$ cat config.mk
export PLATFORM = sky130hd
export DESIGN_NAME = apb_commfifo_mc_flat
export DESIGN_NICKNAME = d
export VERILOG_FILES = /design/src/rtl/apb_commfifo_mc_if.sv /design/src/rtl/apb_commfifo_mc.sv /design/src/flat_wrapper.sv
export SDC_FILE = /design/constraint.sdc
export NUM_CORES = 2
export LEC_CHECK = 0
export BUFFER_PORTS_ARGS = -buffer_cell sky130_fd_sc_hd__buf_2
export CAP_MARGIN = 20
export CELL_PAD_IN_SITES_DETAIL_PLACEMENT = 1
export CELL_PAD_IN_SITES_GLOBAL_PLACEMENT = 2
export CORE_MARGIN = 2
export CORE_UTILIZATION = 35
export DETAILED_ROUTE_END_ITERATION = 10
export MAX_ROUTING_LAYER = met4
export PLACE_DENSITY_LB_ADDON = 0.1
export SLEW_MARGIN = 10
export SYNTH_ARGS = -nofsm -noshare
export SYNTH_HDL_FRONTEND = slang
export SYNTH_SLANG_ARGS = --single-unit
$ cat constraint.sdc
create_clock -name PCLK -period 8.1 [get_ports PCLK]
set_clock_uncertainty 0.1 [all_clocks]
set_input_delay 1.62 -clock PCLK [delete_from_list [all_inputs] [get_ports PCLK]]
set_output_delay 1.62 -clock PCLK [all_outputs]
set_load 0.02 [all_outputs]
$ cat src/rtl/apb_commfifo_mc_if.sv
// APB3 slave bundle for apb_commfifo_mc: the core drives the master side and the FIFO block is the slave.
`timescale 1ns/1ps
interface apb_commfifo_mc_if;
  logic        PSEL;
  logic        PENABLE;
  logic        PWRITE;
  logic [11:2] PADDR;
  logic [31:0] PWDATA;
  logic [31:0] PRDATA;
  logic        PREADY;
  logic        PSLVERR;

  modport master (output PSEL, PENABLE, PWRITE, PADDR, PWDATA,
                  input  PRDATA, PREADY, PSLVERR);
  modport slave  (input  PSEL, PENABLE, PWRITE, PADDR, PWDATA,
                  output PRDATA, PREADY, PSLVERR);
endinterface

$ cat src/rtl/apb_commfifo_mc.sv
// Multi-channel host/DUT comms FIFO pairs on an APB3 slave port.
// Define COMMFIFO_IRQ_EN to build the CTRL/IRQSTAT registers and the irq output.
`timescale 1ns/1ps
module apb_commfifo_mc #(
  parameter int BW     = 8,
  parameter int LGFLEN = 6,
  parameter int NCH    = 2
) (
  input  logic              PCLK,
  input  logic              PRESET,
  apb_commfifo_mc_if.slave  apb,
  input  logic [NCH-1:0]    h2d_host_write,
  input  logic [NCH*BW-1:0] h2d_host_data,
  output logic [NCH-1:0]    h2d_host_not_full,
  input  logic [NCH-1:0]    d2h_host_rd,
  output logic [NCH*BW-1:0] d2h_host_data,
  output logic [NCH-1:0]    d2h_host_not_empty,
  output logic              irq
);
  localparam int                DEPTH    = 1 << LGFLEN;
  localparam int                LW       = LGFLEN + 1;
  localparam logic [LGFLEN-1:0] PTR_ONE  = LGFLEN'(1);
  localparam logic [LW-1:0]     LVL_ONE  = LW'(1);
  localparam logic [LW-1:0]     LVL_FULL = LW'(DEPTH);

  typedef struct packed {
    logic [LGFLEN-1:0] wp;
    logic [LGFLEN-1:0] rp;
    logic [LW-1:0]     lvl;
  } fifo_t;

  function automatic fifo_t fifo_next(fifo_t f, logic push, logic pop);
    fifo_t n;
    n = f;
    if (push) n.wp = f.wp + PTR_ONE;
    if (pop)  n.rp = f.rp + PTR_ONE;
    if (push && !pop)      n.lvl = f.lvl + LVL_ONE;
    else if (pop && !push) n.lvl = f.lvl - LVL_ONE;
    return n;
  endfunction

  // Address decode: channel in PADDR[7:4], register in PADDR[3:2].
  logic       access, mapped, rd_acc, wr_acc;
  logic [3:0] ch;
  logic [1:0] off;
  assign access      = apb.PSEL & apb.PENABLE;
  assign ch          = apb.PADDR[7:4];
  assign off         = apb.PADDR[3:2];
  assign mapped      = (apb.PADDR[11:8] == 4'd0) && (int'(ch) < NCH);
  assign rd_acc      = access & mapped & ~apb.PWRITE;
  assign wr_acc      = access & mapped & apb.PWRITE;
  assign apb.PREADY  = 1'b1;
  assign apb.PSLVERR = access & ~mapped;

  logic unused_pwdata;
  assign unused_pwdata = ^apb.PWDATA;

  logic [BW-1:0]  h2d_mem [NCH][DEPTH];
  logic [BW-1:0]  d2h_mem [NCH][DEPTH];
  fifo_t          h2d_st [NCH];
  fifo_t          d2h_st [NCH];
  logic [NCH-1:0] h2d_ovf, d2h_ovf, unf;
  logic [NCH-1:0] h2d_empty, h2d_full, d2h_empty, d2h_full;
  logic [NCH-1:0] h2d_push, h2d_pop, d2h_push, d2h_pop;
  logic [NCH-1:0] h2d_ovf_set, d2h_ovf_set, unf_set, stat_wr;

  for (genvar c = 0; c < NCH; c++) begin : g_ch
    logic data_rd, data_wr;
    assign data_rd        = rd_acc & (int'(ch) == c) & (off == 2'd0);
    assign data_wr        = wr_acc & (int'(ch) == c) & (off == 2'd0);
    assign stat_wr[c]     = wr_acc & (int'(ch) == c) & (off == 2'd1);
    assign h2d_empty[c]   = (h2d_st[c].lvl == '0);
    assign h2d_full[c]    = (h2d_st[c].lvl == LVL_FULL);
    assign d2h_empty[c]   = (d2h_st[c].lvl == '0);
    assign d2h_full[c]    = (d2h_st[c].lvl == LVL_FULL);
    // A pop frees the slot in the same edge, so a full FIFO still accepts a push alongside it.
    assign h2d_pop[c]     = data_rd & ~h2d_empty[c];
    assign h2d_push[c]    = h2d_host_write[c] & (~h2d_full[c] | h2d_pop[c]);
    assign h2d_ovf_set[c] = h2d_host_write[c] & h2d_full[c] & ~h2d_pop[c];
    assign unf_set[c]     = data_rd & h2d_empty[c];
    assign d2h_pop[c]     = d2h_host_rd[c] & ~d2h_empty[c];
    assign d2h_push[c]    = data_wr & (~d2h_full[c] | d2h_pop[c]);
    assign d2h_ovf_set[c] = data_wr & d2h_full[c] & ~d2h_pop[c];
    assign h2d_host_not_full[c]    = ~h2d_full[c];
    assign d2h_host_not_empty[c]   = ~d2h_empty[c];
    assign d2h_host_data[c*BW +: BW] = d2h_empty[c] ? '0 : d2h_mem[c][d2h_st[c].rp];
  end

  // NOTE: sequential state uses non-blocking assignments so every register samples pre-edge values.
  always_ff @(posedge PCLK or posedge PRESET) begin
    if (PRESET) begin
      for (int c = 0; c < NCH; c++) begin
        h2d_st[c] <= '0;
        d2h_st[c] <= '0;
      end
      h2d_ovf <= '0;
      d2h_ovf <= '0;
      unf     <= '0;
    end else begin
      for (int c = 0; c < NCH; c++) begin
        h2d_st[c] <= fifo_next(h2d_st[c], h2d_push[c], h2d_pop[c]);
        d2h_st[c] <= fifo_next(d2h_st[c], d2h_push[c], d2h_pop[c]);
      end
      // Set wins over a same-cycle W1C clear.
      h2d_ovf <= h2d_ovf_set | (h2d_ovf & ~(stat_wr & {NCH{apb.PWDATA[2]}}));
      d2h_ovf <= d2h_ovf_set | (d2h_ovf & ~(stat_wr & {NCH{apb.PWDATA[3]}}));
      unf     <= unf_set     | (unf     & ~(stat_wr & {NCH{apb.PWDATA[4]}}));
    end
  end

  // NOTE: storage arrays are not reset; outputs are gated by level, so stale entries never escape.
  always_ff @(posedge PCLK) begin
    for (int c = 0; c < NCH; c++) begin
      if (h2d_push[c]) h2d_mem[c][h2d_st[c].wp] <= h2d_host_data[c*BW +: BW];
      if (d2h_push[c]) d2h_mem[c][d2h_st[c].wp] <= apb.PWDATA[BW-1:0];
    end
  end

`ifdef COMMFIFO_IRQ_EN
  logic [NCH-1:0] rxie, txie, rx_pend, tx_pend;
  logic [7:0]     rxth [NCH];
  logic [7:0]     txth [NCH];
  logic           irq_q;

  for (genvar c = 0; c < NCH; c++) begin : g_pend
    assign rx_pend[c] = rxie[c] & (8'(h2d_st[c].lvl) >= rxth[c]) & (rxth[c] != 8'd0);
    assign tx_pend[c] = txie[c] & (8'(d2h_st[c].lvl) <= txth[c]);
  end

  always_ff @(posedge PCLK or posedge PRESET) begin
    if (PRESET) begin
      rxie  <= '0;
      txie  <= '0;
      irq_q <= 1'b0;
      for (int c = 0; c < NCH; c++) begin
        rxth[c] <= '0;
        txth[c] <= '0;
      end
    end else begin
      irq_q <= |(rx_pend | tx_pend);
      for (int c = 0; c < NCH; c++) begin
        if (wr_acc && off == 2'd2 && int'(ch) == c) begin
          rxie[c] <= apb.PWDATA[0];
          txie[c] <= apb.PWDATA[1];
          rxth[c] <= apb.PWDATA[15:8];
          txth[c] <= apb.PWDATA[23:16];
        end
      end
    end
  end
  assign irq = irq_q;
`else
  assign irq = 1'b0;
`endif

  logic [31:0] rd_val;
  always_comb begin
    // NOTE: default assigned first so every path drives rd_val and no latch is inferred.
    rd_val = '0;
    for (int c = 0; c < NCH; c++) begin
      if (int'(ch) == c) begin
        case (off)
          2'd0: if (!h2d_empty[c]) rd_val = 32'(h2d_mem[c][h2d_st[c].rp]);
          2'd1: rd_val = {8'd0, 8'(d2h_st[c].lvl), 8'(h2d_st[c].lvl), 3'd0,
                          unf[c], d2h_ovf[c], h2d_ovf[c], ~d2h_full[c], ~h2d_empty[c]};
`ifdef COMMFIFO_IRQ_EN
          2'd2: rd_val = {8'd0, txth[c], rxth[c], 6'd0, txie[c], rxie[c]};
          2'd3: rd_val = {30'd0, tx_pend[c], rx_pend[c]};
`endif
          default: rd_val = '0;
        endcase
      end
    end
  end
  assign apb.PRDATA = rd_acc ? rd_val : '0;
endmodule
$ cat src/flat_wrapper.sv
// flat-port wrapper written by rule: the top's interface ports become plain ports
module apb_commfifo_mc_flat 
#(
  parameter int BW     = 8,
  parameter int LGFLEN = 6,
  parameter int NCH    = 2
)
  (PCLK, PRESET, h2d_host_write, h2d_host_data, h2d_host_not_full, d2h_host_rd, d2h_host_data, d2h_host_not_empty, irq, apb_PSEL, apb_PENABLE, apb_PWRITE, apb_PADDR, apb_PWDATA, apb_PRDATA, apb_PREADY, apb_PSLVERR);
  apb_commfifo_mc_if apb_i ();
  input  logic PCLK;
  input  logic PRESET;
  input  logic [NCH-1:0] h2d_host_write;
  input  logic [NCH*BW-1:0] h2d_host_data;
  output logic [NCH-1:0] h2d_host_not_full;
  input  logic [NCH-1:0] d2h_host_rd;
  output logic [NCH*BW-1:0] d2h_host_data;
  output logic [NCH-1:0] d2h_host_not_empty;
  output logic irq;
  input wire logic [$bits(apb_i.PSEL)-1:0] apb_PSEL;
  input wire logic [$bits(apb_i.PENABLE)-1:0] apb_PENABLE;
  input wire logic [$bits(apb_i.PWRITE)-1:0] apb_PWRITE;
  input wire logic [$bits(apb_i.PADDR)-1:0] apb_PADDR;
  input wire logic [$bits(apb_i.PWDATA)-1:0] apb_PWDATA;
  output wire logic [$bits(apb_i.PRDATA)-1:0] apb_PRDATA;
  output wire logic [$bits(apb_i.PREADY)-1:0] apb_PREADY;
  output wire logic [$bits(apb_i.PSLVERR)-1:0] apb_PSLVERR;
  assign apb_i.PSEL = apb_PSEL;
  assign apb_i.PENABLE = apb_PENABLE;
  assign apb_i.PWRITE = apb_PWRITE;
  assign apb_i.PADDR = apb_PADDR;
  assign apb_i.PWDATA = apb_PWDATA;
  assign apb_PRDATA = apb_i.PRDATA;
  assign apb_PREADY = apb_i.PREADY;
  assign apb_PSLVERR = apb_i.PSLVERR;
  apb_commfifo_mc #(.BW(BW), .LGFLEN(LGFLEN), .NCH(NCH)) u_core (.PCLK(PCLK), .PRESET(PRESET), .apb(apb_i), .h2d_host_write(h2d_host_write), .h2d_host_data(h2d_host_data), .h2d_host_not_full(h2d_host_not_full), .d2h_host_rd(d2h_host_rd), .d2h_host_data(d2h_host_data), .d2h_host_not_empty(d2h_host_not_empty), .irq(irq));
endmodule
### Yosys cells after proc, flatten, opt, wreduce, memory -nomap -nowiden

Memories as Yosys holds them, arrays and structs flattened.
Index checks and enable logic that the tools add are counted.

* equal/unequal tests: 6
* mux-type cells: 48
* bitwise gates (word level): 71
* order comparisons: 13
* add/subtract/negate cells: 16
* reduce and logical (&&, ||, !) cells: 33

Operator list (number)
* $mux 512: 6
* $reduce_or 512->1: 1
* $bmux 8 s6: 4
* $demux 8 s6: 4
* $mux 32: 4
* $mux 8: 15
* $pmux 32 s2: 1
* $ge 7x7->1 const B: 8
* $mux 7: 8
* $not 6->7: 8
* $add 6x1->6 const B: 8
* $pmux 23 s2: 1
* $and 1x1->1: 33
* $add 7x1->7 const B: 4
* $eq 7x7->1 const B: 4
* $logic_not 7->1: 4
* $lt 7x1->1 const B: 4
* $sub 7x1->7 const B: 4
* $not 1->1: 14
* $logic_and 1x1->1: 13
* $and 2x2->2: 6
* $logic_not 1->1: 8
* $logic_not 4->1: 2
* $reduce_bool 2->1: 4
* 8 further kinds: 19

* word-level logic and storage cells: 204
* output and inout port bits: 55
* register bits: 82
* RAM bits: 2048
* input port bits: 67
* memories kept: 2

Memory list
* u_core.d2h_mem: words 2, bits a word 512, rd ports 2, clocked after memory_dff 0, wr ports 1, RTL line apb_commfifo_mc.sv:59 `logic [BW-1:0] d2h_mem [NCH][DEPTH];`
* u_core.h2d_mem: words 2, bits a word 512, rd ports 2, clocked after memory_dff 0, wr ports 2, RTL line apb_commfifo_mc.sv:58 `logic [BW-1:0] h2d_mem [NCH][DEPTH];`

### Depth between registers and ports, before layout

* depth in word-level cells: 13
* gate-level depth with buffers: 18
* depth with buffers taken out: 15

### Least setup slack after synthesis

OpenSTA, ideal clock, no wires.

* path kind: in2out
* from: in apb_PADDR[2]
* to: out apb_PRDATA[1]
* data arrival time: 3.785 ns
* stages: 7
* slack: 2.595 ns
* cell sequence: buf_2 or4_1 or3_1 buf_4 nor3b_2 a31oi_1 a311oi_1

* cells in the longest elaborated chain, start to end: 6
* elaborated cells on any way between the ends: 11

Ends and longest elaborated chain
* start, declared: RTL line flat_wrapper.sv:22 `input wire logic [$bits(apb_i.PADDR)-1:0] apb_PADDR;`
* $logic_not 4->1: RTL line apb_commfifo_mc.sv:161 `if (int'(ch) == c) begin`
* $mux 32: RTL line apb_commfifo_mc.sv:161
* $mux 32: RTL line apb_commfifo_mc.sv:163 `2'd0: if (!h2d_empty[c]) rd_val = 32'(h2d_mem[c][h2d_st[c].rp]);`
* $pmux 32 s2: RTL line apb_commfifo_mc.sv:162 `case (off)`
* $mux 32: RTL line apb_commfifo_mc.sv:161
* $mux 32 *: RTL line apb_commfifo_mc.sv:175 `assign apb.PRDATA = rd_acc ? rd_val : '0;`
* end, declared: RTL line flat_wrapper.sv:24 `output wire logic [$bits(apb_i.PRDATA)-1:0] apb_PRDATA;`

Every way passes the cells marked *; elsewhere a longest branch is shown, timed or not.

### Worst setup path in the final report

* from: reg u_core.h2d_st[28] (netlist bit)
* to: out apb_PRDATA[1]

* cells in the longest elaborated chain, start to end: 11

Ends and longest elaborated chain
* start, declared: RTL line apb_commfifo_mc.sv:60 `fifo_t h2d_st [NCH];`
* start signal, assigned by index: RTL line apb_commfifo_mc.sv:101 `h2d_st[c] <= fifo_next(h2d_st[c], h2d_push[c], h2d_pop[c]);`
* $not 6->7 (implied by the code) *: RTL line apb_commfifo_mc.sv:163
* $bmux 8 s6 *: RTL line apb_commfifo_mc.sv:163
* $mux 8 (implied by the code) * (2 in series): RTL line apb_commfifo_mc.sv:163
* $mux 8 *: RTL line apb_commfifo_mc.sv:163
* $pmux 23 s2 *: RTL line apb_commfifo_mc.sv:162
* $mux 32 *: RTL line apb_commfifo_mc.sv:161
* $mux 32: RTL line apb_commfifo_mc.sv:163
* $pmux 32 s2: RTL line apb_commfifo_mc.sv:162
* $mux 32 *: RTL line apb_commfifo_mc.sv:161
* $mux 32 *: RTL line apb_commfifo_mc.sv:175

Every way passes the cells marked *; elsewhere a longest branch is shown, timed or not. The select of a mux whose other input is x is not followed.

==> run metrics <==
status=complete, no violations; actual slew at the worst max-slew pin=between 1 and 1.5 ns; final setup violation count=0; Util after Layout=39.9%; nets=about 4300; hold path endpoint=u_core.unf[1]; via count=around 39000; vias in the first global route=roughly 43000; adder-cell area share of the yosys netlist=0.600%; final setup TNS=0 ns; Post-Synth Simple-Gate Area=3.27%; Sink Count=2130; DPL Wire Length=137000 um; CTS clock-pin slew for the worst setup and hold paths=approximately 0.060 ns; layout cells sized above 1=around a quarter; Hold Crit Start=u_core.unf[1]; initial antenna violation count=15; Row Count=between 150 and 200; Hold Path Class=register to register; Crit Path Max Fanout=13; XOR/XNOR share of the synthesized area=0.665%; post-CTS setup buffers=0; worst reg2reg endpoint=u_core.h2d_st[6]; post-synthesis cell type count=70; Leak Pwr=0.0293 uW; vias per cell=approximately 5.2; clock buffers created by TritonCTS=roughly 230; total grt overflow=0; Antenna Violating Nets Remaining=0; Final Cycle Share=just over 80%; CORE AREA=between 0.2 and 0.25 sq mm; drt first pass iters=5; CP bufs+invs=1; pin count of the biggest net entering global routing=a little under 90; pwr/cell area=297 mW/mm^2; Starting Density=between 30% and 40%; startpoint types=register; number of flops mapped to enable cells by yosys=approximately 2000; Die Span Y=~490 um; Max Cap Viol=0; Largest stage delay, worst path=slightly below 0.8 ns; IO Pins=approximately 120; Worst Hold Depth=1; Slowest-stage cell, CP=a311oi_1; final count of hold timing violations=0; gr usage total=19.0%; reg-to-reg critical path startpoint=u_core.h2d_st[1]; Port Buffer Count=85; Setup CP Type=register to output pin; Cells after Synth=3994; RSZ-0062 raised after global routing=false; YS warnings=0; Avg Cell Area, Syn=about 21 sq um; element type at the critical path end=output pin; largest family of logic cells by synthesized area=multiplexers; Clk Latency, worst-skew pair=approximately 0.85 ns; gpl congestion=0.726; mux contribution to synthesized area=between 15 and 20%; first-pass GRT wire length=about 320000 um; peak supply drop=0.190 mV; CP Cell Sequence=nor2b_1 > nand2_1 > o221ai_1 > a21oi_1 > o21ai_0 > nand3_1 > a311oi_1 > buf_2; chip width=a little under 500 um; Clock H-tree levels=4; Die ar.=0.245 sq mm; wire length per cell=~30 um; register area share after synthesis=75.4%; root buf cell=clkbuf_16; CP Data Arrival Time=slightly below 5 ns; Longest Clk Path Bufs=3; Rel. slew slack=a little over a quarter; reg2reg setup slack=about 3.6 ns; hold buffer count at cts=0; routed wire length=between 200000 and 250000 um; DRC viols=0; initial drt markers=around 2900; commonest non-fill, non-tap cell in the layout=edfxtp_1; Final Critical Period=between 6 and 7 ns; FMAX=149 MHz; worst endpoint required time=roughly 6.4 ns; P&R area growth vs syn=13.7%; post-synthesis compound-gate area fraction=1.61%; synthesized area=around 0.084 sq mm; predominant post-synthesis flop cell=edfxtp_1; most frequent cells in the layout=2048 x edfxtp_1, 584 x mux4_2, 330 x nor2_1, 231 x clkbuf_16; R2R cell count=14; CP delay by family, top=compound AO/OA/AOI/OAI gates; CTS resizes=0; share of flip-flops with an asynchronous set or reset=roughly 3.8%; Synth Register Bits=around 2100; TritonCTS clock tree=done; Final Max Slew Viols=0; Fillers=around 23000
Yosys cell counts (7+ instances only):
cell / instances / area, sq um
edfxtp_1: 2048 / 61500
nand4_1: 21 / 131
nand3_1: 34 / 170
nand3b_1: 13 / 97.6
a221oi_1: 8 / 70.1
o21ai_0: 39 / 195
xnor2_1: 45 / 394
xor2_1: 19 / 166
or2_2: 7 / 43.8
a31oi_1: 10 / 62.6
ha_1: 34 / 425
mux2_2: 17 / 191
nor2b_1: 39 / 244
clkbuf_1: 94 / 353
inv_1: 22 / 82.6
a21o_1: 7 / 52.6
or3_1: 8 / 50.1
nor2_1: 330 / 1240
buf_1: 50 / 188
a22o_1: 10 / 87.6
o22ai_1: 11 / 68.8
buf_2: 52 / 260
mux2i_1: 103 / 1030
a22oi_1: 22 / 165
mux4_2: 584 / 13200
o221ai_1: 13 / 114
dfrtp_1: 82 / 2050
buf_4: 26 / 195
a21oi_1: 43 / 215
a211oi_1: 13 / 97.6
nand2_1: 103 / 387
worst register-to-register path: cells and delay by family (launching register included):
| family | cells | cell delay (ns) |
|---|---|---|
| flops | 1 | 0.45 |
| simple gates | 4 | 1.67 |
| compound gates | 4 | 0.69 |
| buf+inv | 2 | 0.40 |
| xor+xnor | 2 | 0.31 |
| fa+ha+maj | 2 | 0.79 |
report_power, final:
part           switching (uW)  internal (uW)  leakage (uW)
Combinational            2790           2380       0.00631
Clock                    4310           6070       0.00360
Sequential                497          12400        0.0194
Total                    7590          20800        0.0293
registers in the layout, summed over array words and instances, names as in the netlist:
| register | count |
|---|---|
| u_core.h2d_ovf | 2 |
| u_core.h2d_st | 38 |
| u_core.d2h_st | 38 |
| u_core.d2h_mem | 1024 |
| u_core.h2d_mem | 1024 |
| u_core.unf | 2 |
| u_core.d2h_ovf | 2 |
stage by stage:
step | instances | hold WS [ns] | instance area, sq um | setup slack (ns) | power, uW
final | 7553 | 0.409 | 95800 | 1.41 | 28400
after CTS | 7544 | 0.412 | 95800 | 1.33 | 28900
after global routing | 7553 | 0.432 | 95800 | 1.26 | 29500
after detailed placement | 7117 | 0.390 | 88400 | 1.52 | 18500
after floorplan | 4004 | 0.366 | 84300 | 2.59 | 16400
after global placement | 7111 | 0.401 | 88300 | 1.53 | 18400
how the worst max path moves through the flow:
| stage | from | end | cells past startpoint |
|---|---|---|---|
| 6_report | u_core.h2d_st[28] | apb_PRDATA[1] | 8 |
| 5_1_grt | apb_PADDR[2] | apb_PRDATA[0] | 7 |
| 4_1_cts | u_core.h2d_st[28] | apb_PRDATA[1] | 8 |
| 3_5_place_dp | apb_PADDR[2] | apb_PRDATA[0] | 7 |
| 3_3_place_gp | apb_PADDR[2] | apb_PRDATA[0] | 7 |
| 2_1_floorplan | apb_PADDR[2] | apb_PRDATA[1] | 7 |
layout make-up:
type | count | area [sq um] | share of cell area [%]
inverter | 24 | 92.6 | 0.0966
clock inverter | 130 | 1280 | 1.33
timing repair buffer | 156 | 1140 | 1.19
tap | 3185 | 3990 | 4.16
clock buffer | 297 | 6110 | 6.38
sequential | 2130 | 63600 | 66.4
antenna | 7 | 17.5 | 0.0183
multi-input combinational | 1624 | 19600 | 20.5
cell families (layout without fill, tap and decap cells):
logic type	Yosys count	in the layout
XOR/XNOR	64	64
multiplexers	704	704
buffers and inverters	250	607
AO/OA/AOI/OAI	205	205
other	2	19
AND/OR/NAND/NOR	601	601
adder cells (fa/ha/maj)	38	38
flip-flops	2130	2130
metal layers:
metal | global-route usage (%) | vias up | wire length, um
li1 | - | 16900 | -
met1 | 26.2 | 21600 | 103000
met2 | 30.5 | 591 | 111000
met3 | 2.59 | 252 | 6850
met4 | 3.26 | 0 | 3330
met5 | - | - | 0
(Power assumes the default switching activity.)
